`src/rtl/mem_access_master_if.sv`:
```
// Processor-side request/response and memory bus signals of the memory access master.
interface mem_access_master_if #(
    parameter int W = 16
);
    logic         fetch_req;
    logic [W-1:0] pc;
    logic         data_req;
    logic         data_we;
    logic [W-1:0] alu_out;
    logic [W-1:0] wr_data;
    logic [W-1:0] Memdata;
    logic [W-1:0] Address;
    logic [W-1:0] Writedata;
    logic         MemRead;
    logic         MemWrite;
    logic [W-1:0] instr;
    logic [W-1:0] mdr;
    logic         fetch_done;
    logic         data_done;
    logic         busy;

    modport master (
        input  fetch_req, pc, data_req, data_we, alu_out, wr_data, Memdata,
        output Address, Writedata, MemRead, MemWrite, instr, mdr,
               fetch_done, data_done, busy
    );

    modport slave (
        output fetch_req, pc, data_req, data_we, alu_out, wr_data, Memdata,
        input  Address, Writedata, MemRead, MemWrite, instr, mdr,
               fetch_done, data_done, busy
    );
endinterface

```
`src/rtl/mem_access_master.sv`:
```
// Arbitrates fetch and load/store requests onto a single memory port with a fixed wait time.
//   state  | meaning
//   IDLE   | no access on the bus; strobes low, Address/Writedata hold
//   ACCESS | strobe held for WAIT_CYCLES cycles, wait_cnt counts down to 0
module mem_access_master #(
    parameter int WAIT_CYCLES = 1,
    parameter int W           = 16
) (
    input  logic                 clk,
    input  logic                 rst,
    mem_access_master_if.master  bus
);
    typedef enum logic {IDLE, ACCESS} state_t;

    localparam logic [3:0] CNT_LOAD = 4'(WAIT_CYCLES - 1);

    state_t       state;
    logic [3:0]   wait_cnt;
    logic         fetch_pend;
    logic         data_pend;
    logic [W-1:0] fetch_addr;
    logic [W-1:0] data_addr;
    logic [W-1:0] data_wdata;
    logic         data_st;
    logic         cur_fetch;

    assign bus.busy = (state != IDLE) | fetch_pend | data_pend;

    always_ff @(posedge clk) begin
        if (rst) begin
            state          <= IDLE;
            wait_cnt       <= '0;
            fetch_pend     <= 1'b0;
            data_pend      <= 1'b0;
            fetch_addr     <= '0;
            data_addr      <= '0;
            data_wdata     <= '0;
            data_st        <= 1'b0;
            cur_fetch      <= 1'b0;
            bus.Address    <= '0;
            bus.Writedata  <= '0;
            bus.MemRead    <= 1'b0;
            bus.MemWrite   <= 1'b0;
            bus.instr      <= '0;
            bus.mdr        <= '0;
            bus.fetch_done <= 1'b0;
            bus.data_done  <= 1'b0;
        end else begin
            bus.fetch_done <= 1'b0;
            bus.data_done  <= 1'b0;

            if (bus.fetch_req && !fetch_pend) begin
                fetch_pend <= 1'b1;
                fetch_addr <= bus.pc;
            end
            if (bus.data_req && !data_pend) begin
                data_pend  <= 1'b1;
                data_addr  <= bus.alu_out;
                data_wdata <= bus.wr_data;
                data_st    <= bus.data_we;
            end

            case (state)
                IDLE: begin
                    // A pulse in this very cycle is taken straight from the inputs.
                    if (data_pend || bus.data_req) begin
                        state     <= ACCESS;
                        wait_cnt  <= CNT_LOAD;
                        cur_fetch <= 1'b0;
                        data_pend <= 1'b0;
                        if (data_pend) begin
                            bus.Address   <= data_addr;
                            bus.Writedata <= data_wdata;
                            bus.MemRead   <= ~data_st;
                            bus.MemWrite  <= data_st;
                        end else begin
                            bus.Address   <= bus.alu_out;
                            bus.Writedata <= bus.wr_data;
                            bus.MemRead   <= ~bus.data_we;
                            bus.MemWrite  <= bus.data_we;
                        end
                    end else if (fetch_pend || bus.fetch_req) begin
                        state        <= ACCESS;
                        wait_cnt     <= CNT_LOAD;
                        cur_fetch    <= 1'b1;
                        fetch_pend   <= 1'b0;
                        bus.Address  <= fetch_pend ? fetch_addr : bus.pc;
                        bus.MemRead  <= 1'b1;
                        bus.MemWrite <= 1'b0;
                    end
                end
                ACCESS: begin
                    if (wait_cnt == 4'd0) begin
                        state        <= IDLE;
                        bus.MemRead  <= 1'b0;
                        bus.MemWrite <= 1'b0;
                        if (cur_fetch) begin
                            bus.instr      <= bus.Memdata;
                            bus.fetch_done <= 1'b1;
                        end else begin
                            if (!bus.MemWrite) begin
                                bus.mdr <= bus.Memdata;
                            end
                            bus.data_done <= 1'b1;
                        end
                    end else begin
                        wait_cnt <= wait_cnt - 4'd1;
                    end
                end
                default: state <= IDLE;
            endcase
        end
    end
endmodule

```
`src/flat_wrapper.sv`:
```
// flat-port wrapper written by rule: the top's interface ports become plain ports
module mem_access_master_flat 
#(
    parameter int WAIT_CYCLES = 1,
    parameter int W           = 16
)
  (clk, rst, bus_fetch_req, bus_pc, bus_data_req, bus_data_we, bus_alu_out, bus_wr_data, bus_Memdata, bus_Address, bus_Writedata, bus_MemRead, bus_MemWrite, bus_instr, bus_mdr, bus_fetch_done, bus_data_done, bus_busy);
  mem_access_master_if #(.W(W)) bus_i ();
  input  logic clk;
  input  logic rst;
  input wire logic [$bits(bus_i.fetch_req)-1:0] bus_fetch_req;
  input wire logic [$bits(bus_i.pc)-1:0] bus_pc;
  input wire logic [$bits(bus_i.data_req)-1:0] bus_data_req;
  input wire logic [$bits(bus_i.data_we)-1:0] bus_data_we;
  input wire logic [$bits(bus_i.alu_out)-1:0] bus_alu_out;
  input wire logic [$bits(bus_i.wr_data)-1:0] bus_wr_data;
  input wire logic [$bits(bus_i.Memdata)-1:0] bus_Memdata;
  output wire logic [$bits(bus_i.Address)-1:0] bus_Address;
  output wire logic [$bits(bus_i.Writedata)-1:0] bus_Writedata;
  output wire logic [$bits(bus_i.MemRead)-1:0] bus_MemRead;
  output wire logic [$bits(bus_i.MemWrite)-1:0] bus_MemWrite;
  output wire logic [$bits(bus_i.instr)-1:0] bus_instr;
  output wire logic [$bits(bus_i.mdr)-1:0] bus_mdr;
  output wire logic [$bits(bus_i.fetch_done)-1:0] bus_fetch_done;
  output wire logic [$bits(bus_i.data_done)-1:0] bus_data_done;
  output wire logic [$bits(bus_i.busy)-1:0] bus_busy;
  assign bus_i.fetch_req = bus_fetch_req;
  assign bus_i.pc = bus_pc;
  assign bus_i.data_req = bus_data_req;
  assign bus_i.data_we = bus_data_we;
  assign bus_i.alu_out = bus_alu_out;
  assign bus_i.wr_data = bus_wr_data;
  assign bus_i.Memdata = bus_Memdata;
  assign bus_Address = bus_i.Address;
  assign bus_Writedata = bus_i.Writedata;
  assign bus_MemRead = bus_i.MemRead;
  assign bus_MemWrite = bus_i.MemWrite;
  assign bus_instr = bus_i.instr;
  assign bus_mdr = bus_i.mdr;
  assign bus_fetch_done = bus_i.fetch_done;
  assign bus_data_done = bus_i.data_done;
  assign bus_busy = bus_i.busy;
  mem_access_master #(.WAIT_CYCLES(WAIT_CYCLES), .W(W)) u_core (.clk(clk), .rst(rst), .bus(bus_i));
endmodule
```
`config.mk`:
```
export PLATFORM = sky130hd
export DESIGN_NAME = mem_access_master_flat
export DESIGN_NICKNAME = d
export VERILOG_FILES = /design/src/rtl/mem_access_master_if.sv /design/src/rtl/mem_access_master.sv /design/src/flat_wrapper.sv
export SDC_FILE = /design/constraint.sdc
export NUM_CORES = 1
export LEC_CHECK = 0
export ABC_CLOCK_PERIOD_IN_PS = 1500
export CORE_MARGIN = 10
export CORE_UTILIZATION = 44
export DETAILED_ROUTE_END_ITERATION = 12
export GPL_ROUTABILITY_DRIVEN = 1
export GPL_TIMING_DRIVEN = 0
export PLACE_DENSITY_LB_ADDON = 0.08
export SETUP_SLACK_MARGIN = 0.2
export SLEW_MARGIN = 30
export SYNTH_ARGS = -nofsm -noshare
export SYNTH_HDL_FRONTEND = slang
export SYNTH_SLANG_ARGS = --single-unit
```
`constraint.sdc`:
```
create_clock -name clk -period 1.5 [get_ports clk]
set_clock_uncertainty 0.15 [all_clocks]
set_input_delay 0.15 -clock clk [delete_from_list [all_inputs] [get_ports clk]]
set_output_delay 0.15 -clock clk [all_outputs]
set_load 0.1 [all_outputs]
```
==> impl_metrics.csv, run 1 <==
group,metric,value,unit
run_status,status,"complete, but fails checks",
run_status,violations,"setup timing",
detailed_routing,via_per_inst,6.81,
critical_path,end_kind,"flop",
place,place_congestion,0.820,
clock_tree,cts_tree,"done",
cells_and_area,area_growth,113,%
sta,slew_headroom,32.2,%
logic_synthesis,yosys_most_used_dff,"dfxtp_1",
power,swShare,35.9,%
power,p_switching,4.53,mW
power,power.density,1160,nW/µm²
global_route,antenna_found_initial,0,
sta,setup_tns,-25.89,ns
cells_and_area,n_antenna_cell,0,
floorplanning,dieHeight,128,µm
power,peakVddDrop,1.32,mV
floorplanning,io_pins,138,
floorplanning,start_util,44.9,%
power,pwr-share-comb,34.4,%
logic_synthesis,synth_warnings,0,
clock_tree,htreeDepth,4,
power,seqPwrFrac,31.1,%
logic_synthesis,avgSynthCellArea,8.69,µm²
job,maxCapViolations,0,
clock_tree,cts_buffers,17,
clock_tree,clk_path_buf_depth,2,
cells_and_area,instances_no_fill,968,
detailed_routing,drtAntennaViolNets,0,
clock_tree,root_buffer,"clkbuf_16",
global_route,grt_pass1_vias,6063,
critical_path,critPathMaxFanout,7,
logic_synthesis,syn_nets,657,
critical_path,path_class,"reg -> reg",
detailed_routing,dr_total_vias,6594,
min_path,hold_end,"u_core.wait_cnt[1]",
logic_synthesis,synth_edf_count,0,
detailed_routing,drc,0,
power,intPower,8.09,mW
floorplanning,core_area,11400,µm²
detailed_routing,first_pass_iters,6,
global_route,grt_usage,24.9,%
critical_path,r2r_slack,-0.58,ns
logic_synthesis,syn_area,5100,µm²
floorplanning,die_width,128,µm
critical_path,crit_arrival,2.20,ns
logic_synthesis,ys_ff_latch,125,
power,p_leak,4.19,nW
sta,rsz0062_at_grt,"yes",
global_route,grt_pass1_wl,32400,µm
place,place_inst,866,
critical_path,reg2reg_depth,7,
min_path,holdPathStages,3,
min_path,hold_class,"in -> reg",
critical_path,timing.rr.end,"u_core.bus.Address[1]",
cells_and_area,drive_gt1_share,68.5,%
critical_path,crit_path_start_kind,"flop",
cells_and_area,fin_nets,883,
global_route,grt_max_degree,17,
global_route,grt.overflow.total,0,
clock_tree,clkTransAtPathRegs,0.06,ns
sta,finalSetupViolations,111,
sta,tightest_slew,1.02,ns
power,clkPwrFrac,34.5,%
detailed_routing,drt-total-wl,31000,µm
logic_synthesis,seq_area_frac_synth,49.1,%
floorplanning,fp-row-count,39,
place,portBuffers,136,
sta,fmax,0.482,GHz
floorplanning,die_area,16300,µm²
detailed_routing,routedWlPerCell,32.1,µm
detailed_routing,first_iter_violations,995,
clock_tree,clk-insertion-delay-late,0.44,ns
critical_path,crit_required,1.63,ns
sta,setup_ws,-0.576,ns
sta,finalMaxSlewViolations,0,
sta,whs,0.146,ns
place,hpwl,12400,µm
place,place_area,6980,µm²
clock_tree,ctsHoldBuffers,0,
cells_and_area,final_util,95.5,%
logic_synthesis,async_reset_ff_share,0,%
sta,hold_viol,0,
sta,fin_crit_sh,138,%
min_path,hp-start,"rst",
logic_synthesis,ys_types,40,
logic_synthesis,synth_cells,587,
critical_path,r2r_start,"u_core.fetch_pend",
sta,period_needed,2.08,ns
clock_tree,cts_num_sinks,125,
cells_and_area,fin_area,10900,µm²
repair_timing:
| action | in CTS | in global routing |
|---|---|---|
| setup buffers | 34 | 20 |
| gates cloned | 11 | 6 |
| resized for setup | 805 | 293 |
| endpoints found under the setup margin | 188 | 162 |
| hold endpoints to repair | 0 | 0 |
| pin swaps | 49 | 76 |
per-stage QoR:
step	power (mW)	worst slack, ns
after global placement	6.41	-0.896
after global routing	12.8	-0.597
final	12.6	-0.576
after CTS	11.5	-0.332
after detailed placement	6.46	-0.903
after floorplan	5.68	-0.0390
cell type report:
type / instances / area, µm²
timing repair buffer: 207 / 2810
clock inverter: 5 / 76.3
fill: 232 / 512
inverter: 5 / 26.3
sequential: 125 / 2640
buffer: 58 / 790
clock buffer: 26 / 529
multi-input combinational: 399 / 3800
tap: 143 / 179
metal layers:
metal	GRT usage (%)	wire length [µm]	part of all wire (%)	up-vias
met5	0	0	0	-
met4	12.2	2350	7.6	0
met3	6.37	3240	10	216
met2	44.6	15000	48	663
met1	26.7	10400	34	3144
li1	-	-	-	2571
power groups by stage:
stage,Combinational [mW],Sequential (mW),Clock [mW]
2_1_floorplan,0.862,4.82,0
3_3_place_gp,2.63,3.78,0
3_5_place_dp,2.67,3.79,0
4_1_cts,3.49,3.81,4.19
5_1_grt,4.40,3.93,4.44
6_report,4.34,3.92,4.35
how the worst max path moves through the flow:
stage	cells past startpoint	slack (ns)	endpoint	from
after floorplan	5	-0.04	u_core.bus.Address[10]	u_core.fetch_pend
after global placement	4	-0.90	bus_busy	u_core.data_pend
after detailed placement	4	-0.90	bus_busy	u_core.data_pend
after CTS	4	-0.33	bus_busy	u_core.fetch_pend
after global routing	7	-0.60	u_core.bus.Address[1]	u_core.fetch_pend
final	7	-0.58	u_core.bus.Address[1]	u_core.fetch_pend
worst max-delay path: stages, from the launching register on:
cell      delay (ns)
dfxtp_2         0.34
buf_8           0.12
buf_6           0.12
buf_8           0.13
buf_6           0.11
mux2_4          0.29
a222oi_1        0.48
a211oi_1        0.18
cell families (layout without fill, tap and decap cells):
kind of cell	Yosys count	count (layout)	synth area share [%]
AND/OR/NAND/NOR	178	178	15.6
adder cells (fa/ha/maj)	1	1	0.245
buffers and inverters	63	301	5.50
flip-flops	125	125	49.1
AO/OA/AOI/OAI	187	187	22.8
multiplexers	33	33	6.87
state kept, by name, indices dropped and copies added, names as in the netlist, 4 cells and up:
name                  cells
u_core.bus.Address       16
u_core.bus.Writedata     16
u_core.bus.instr         16
u_core.bus.mdr           16
u_core.data_addr         16
u_core.data_wdata        16
u_core.fetch_addr        16
u_core.wait_cnt           4
placed cells by master (no fill, tap or decap), types with 4 or more instances in the layout:
cell             Yosys  layout
clkbuf_1            33       9
o21ai_4              0       8
buf_8                0      32
dfxtp_2              0      52
clkdlybuf4s50_1      0      65
buf_12               0      61
a222oi_1            16      16
clkbuf_8             0       9
a21oi_2             10      75
nand2_1            100      50
a21oi_4              0       6
buf_4                0      29
mux2i_1             17      16
nor2_4               0      19
o21ai_1              1       4
dfxtp_4              0      20
o21ai_2              0      20
nand3_2              0      22
a211oi_2             0      22
nand3_4              0       9
nand2_4              0      39
buf_16               0       4
clkbuf_2             0       7
a211oi_1            33      11
dfxtp_1            125      53
clkbuf_16            0      33
a21oi_1             90      19
nand2_2              0      11
buf_6                3      34
mux2_4               0      14
synthesized netlist by cell type, types with 2 or more instances:
library cell  count  area share (%)
buf_1             5            0.37
a21oi_2          10             1.7
a211oi_1         33             4.9
nand2_1         100             7.4
nor2_2            2            0.25
buf_2            17             1.7
mux2_2           16             3.5
nor2_1           20             1.5
dfxtp_1         125              49
nand2b_1          3            0.37
buf_6             3            0.66
nor4_1            2            0.25
mux2i_1          17             3.3
clkbuf_1         33             2.4
nor2b_1           2            0.25
a222oi_1         16             3.1
inv_1             5            0.37
nor3_1            6            0.59
nand3_1          32             3.1
o21ai_0          31             3.0
a21oi_1          90             8.8
Note: power is estimated with default switching activity, not from simulation.
==> run 2: changes to the inputs <==
--- a/config.mk
+++ b/config.mk
@@ -6,14 +6,16 @@
 export NUM_CORES = 1
 export LEC_CHECK = 0
 export ABC_CLOCK_PERIOD_IN_PS = 1500
+export CORE_ASPECT_RATIO = 0.75
 export CORE_MARGIN = 10
 export CORE_UTILIZATION = 44
 export DETAILED_ROUTE_END_ITERATION = 12
 export GPL_ROUTABILITY_DRIVEN = 1
 export GPL_TIMING_DRIVEN = 0
+export HOLD_SLACK_MARGIN = 0.15
 export PLACE_DENSITY_LB_ADDON = 0.08
 export SETUP_SLACK_MARGIN = 0.2
-export SLEW_MARGIN = 30
+export SLEW_MARGIN = 25
 export SYNTH_ARGS = -nofsm -noshare
 export SYNTH_HDL_FRONTEND = slang
 export SYNTH_SLANG_ARGS = --single-unit
==> impl_metrics.csv, run 2 (same netlist as run 1, synthesis figures left out) <==
group,metric,value,unit
run_status,status,"complete, but fails checks",
run_status,violations,"setup timing",
floorplanning,dieHeight,113,µm
clock_tree,cts_tree,"done",
detailed_routing,first_pass_iters,8,
sta,tightest_slew,0.968,ns
detailed_routing,via_per_inst,7.04,
detailed_routing,drc,0,
floorplanning,fp-row-count,33,
detailed_routing,dr_total_vias,6781,
power,p_leak,4.07,nW
clock_tree,clkTransAtPathRegs,0.07,ns
cells_and_area,instances_no_fill,963,
clock_tree,htreeDepth,4,
floorplanning,die_width,144,µm
global_route,antenna_found_initial,0,
power,power.density,1200,nW/µm²
min_path,hold_class,"in -> reg",
detailed_routing,drt-total-wl,32100,µm
floorplanning,start_util,45.9,%
cells_and_area,layout_commonest_cell,"a21oi_2",
sta,finalMaxSlewViolations,0,
sta,rsz0062_at_grt,"yes",
global_route,grt_usage,27.7,%
floorplanning,core_area,11100,µm²
critical_path,crit_arrival,2.39,ns
sta,slew_headroom,35.4,%
critical_path,crit_path_start_kind,"flop",
clock_tree,cts_buffers,17,
clock_tree,clk_path_buf_depth,2,
floorplanning,io_pins,138,
power,finalPower,12.8,mW
sta,fin_crit_sh,149,%
detailed_routing,drtAntennaViolNets,0,
cells_and_area,fin_nets,880,
cells_and_area,layout_common_cells,"a21oi_2, clkdlybuf4s50_1, buf_12, dfxtp_1, nand2_1",
floorplanning,die_area,16300,µm²
place,pre_cts_ws,-0.877,ns
critical_path,crit_required,1.66,ns
power,peakVddDrop,1.14,mV
sta,hold_viol,0,
place,place_inst,863,
global_route,grt_pass1_wl,35300,µm
global_route,grt_pass1_vias,6237,
detailed_routing,first_iter_violations,1101,
critical_path,path_class,"reg -> reg",
sta,finalSetupViolations,119,
sta,fmax,0.448,GHz
critical_path,end_kind,"flop",
critical_path,critPathMaxFanout,10,
sta,period_needed,2.23,ns
clock_tree,cts_num_sinks,125,
sta,setup_ws,-0.732,ns
cells_and_area,drive_gt1_share,67.2,%
place,place_congestion,0.829,
global_route,grt_max_degree,17,
job,maxCapViolations,0,
sta,whs,0.154,ns
place,hpwl,12800,µm
detailed_routing,routedWlPerCell,33.3,µm
cells_and_area,n_antenna_cell,0,
clock_tree,clk-insertion-delay-late,0.44,ns
cells_and_area,area_growth,109,%
global_route,grt.overflow.total,0,
place,portBuffers,136,
clock_tree,root_buffer,"clkbuf_16",
sta,setup_tns,-21.71,ns
run 2: cell count changes in the layout (fill, tap and decap cells not counted), sizes merged, moves of 2 or more:
cell,change
bufinv,+2
clkinvlp,+2
clkinv,+4
clkbuf,-11
run 2: area by class of cell:
class,instances,area (µm²)
sequential,125,2660
tap,140,175
multi-input combinational,399,3620
timing repair buffer,205,2780
buffer,57,756
clock buffer,18,439
clock inverter,14,193
fill,226,463
inverter,5,22.5
run 2: repair_timing:
item,4_1_cts,5_1_grt
hold buffers,1,0
hold endpoints to repair,3,0
buffers inserted,32,22
cloned,13,1
setup endpoints to repair,190,182
pin swaps,30,38
resized for setup,767,314
run 2: metrics by stage:
step | util (%) | instance area, µm²
floorplan | - | 5440
global placement | 62.8 | 6980
detailed placement | 62.8 | 6980
CTS | 83.7 | 9290
global route | 95.8 | 10600
finish | 95.8 | 10600
run 2: layer usage:
layer / vias to the layer above / share of wire [%] / track usage (%)
li1: 2574 / - / -
met1: 3189 / 34 / 32.6
met2: 751 / 46 / 45.1
met3: 267 / 12 / 8.57
met4: 0 / 8.2 / 13.1
met5: - / 0 / 0
run 2: worst max-delay path, cell delays in order, from the launching register on:
cell      delay (ns)
dfxtp_4         0.38
buf_12          0.15
nor4_2          0.48
nor2_2          0.25
buf_2           0.27
a211oi_1        0.41
run 2: worst paths after layout:
path / from / to / slack (ns) / cells past startpoint
min: bus_wr_data[4] / u_core.data_wdata[4] / 0.15 / 3
max reg2reg: u_core.fetch_pend / u_core.bus.Address[8] / -0.73 / 5
min reg2reg: u_core.fetch_addr[3] / u_core.fetch_addr[3] / 0.33 / 2
max: u_core.fetch_pend / u_core.bus.Address[8] / -0.73 / 5
run 2: power breakdown:
part | switching, mW | leakage [nW] | internal, mW | total (mW)
clock | 1.76 | 0.302 | 2.83 | 4.59
combinational | 2.58 | 2.70 | 1.71 | 4.29
sequential | 0.333 | 1.06 | 3.58 | 3.91
total | 4.68 | 4.07 | 8.12 | 12.8
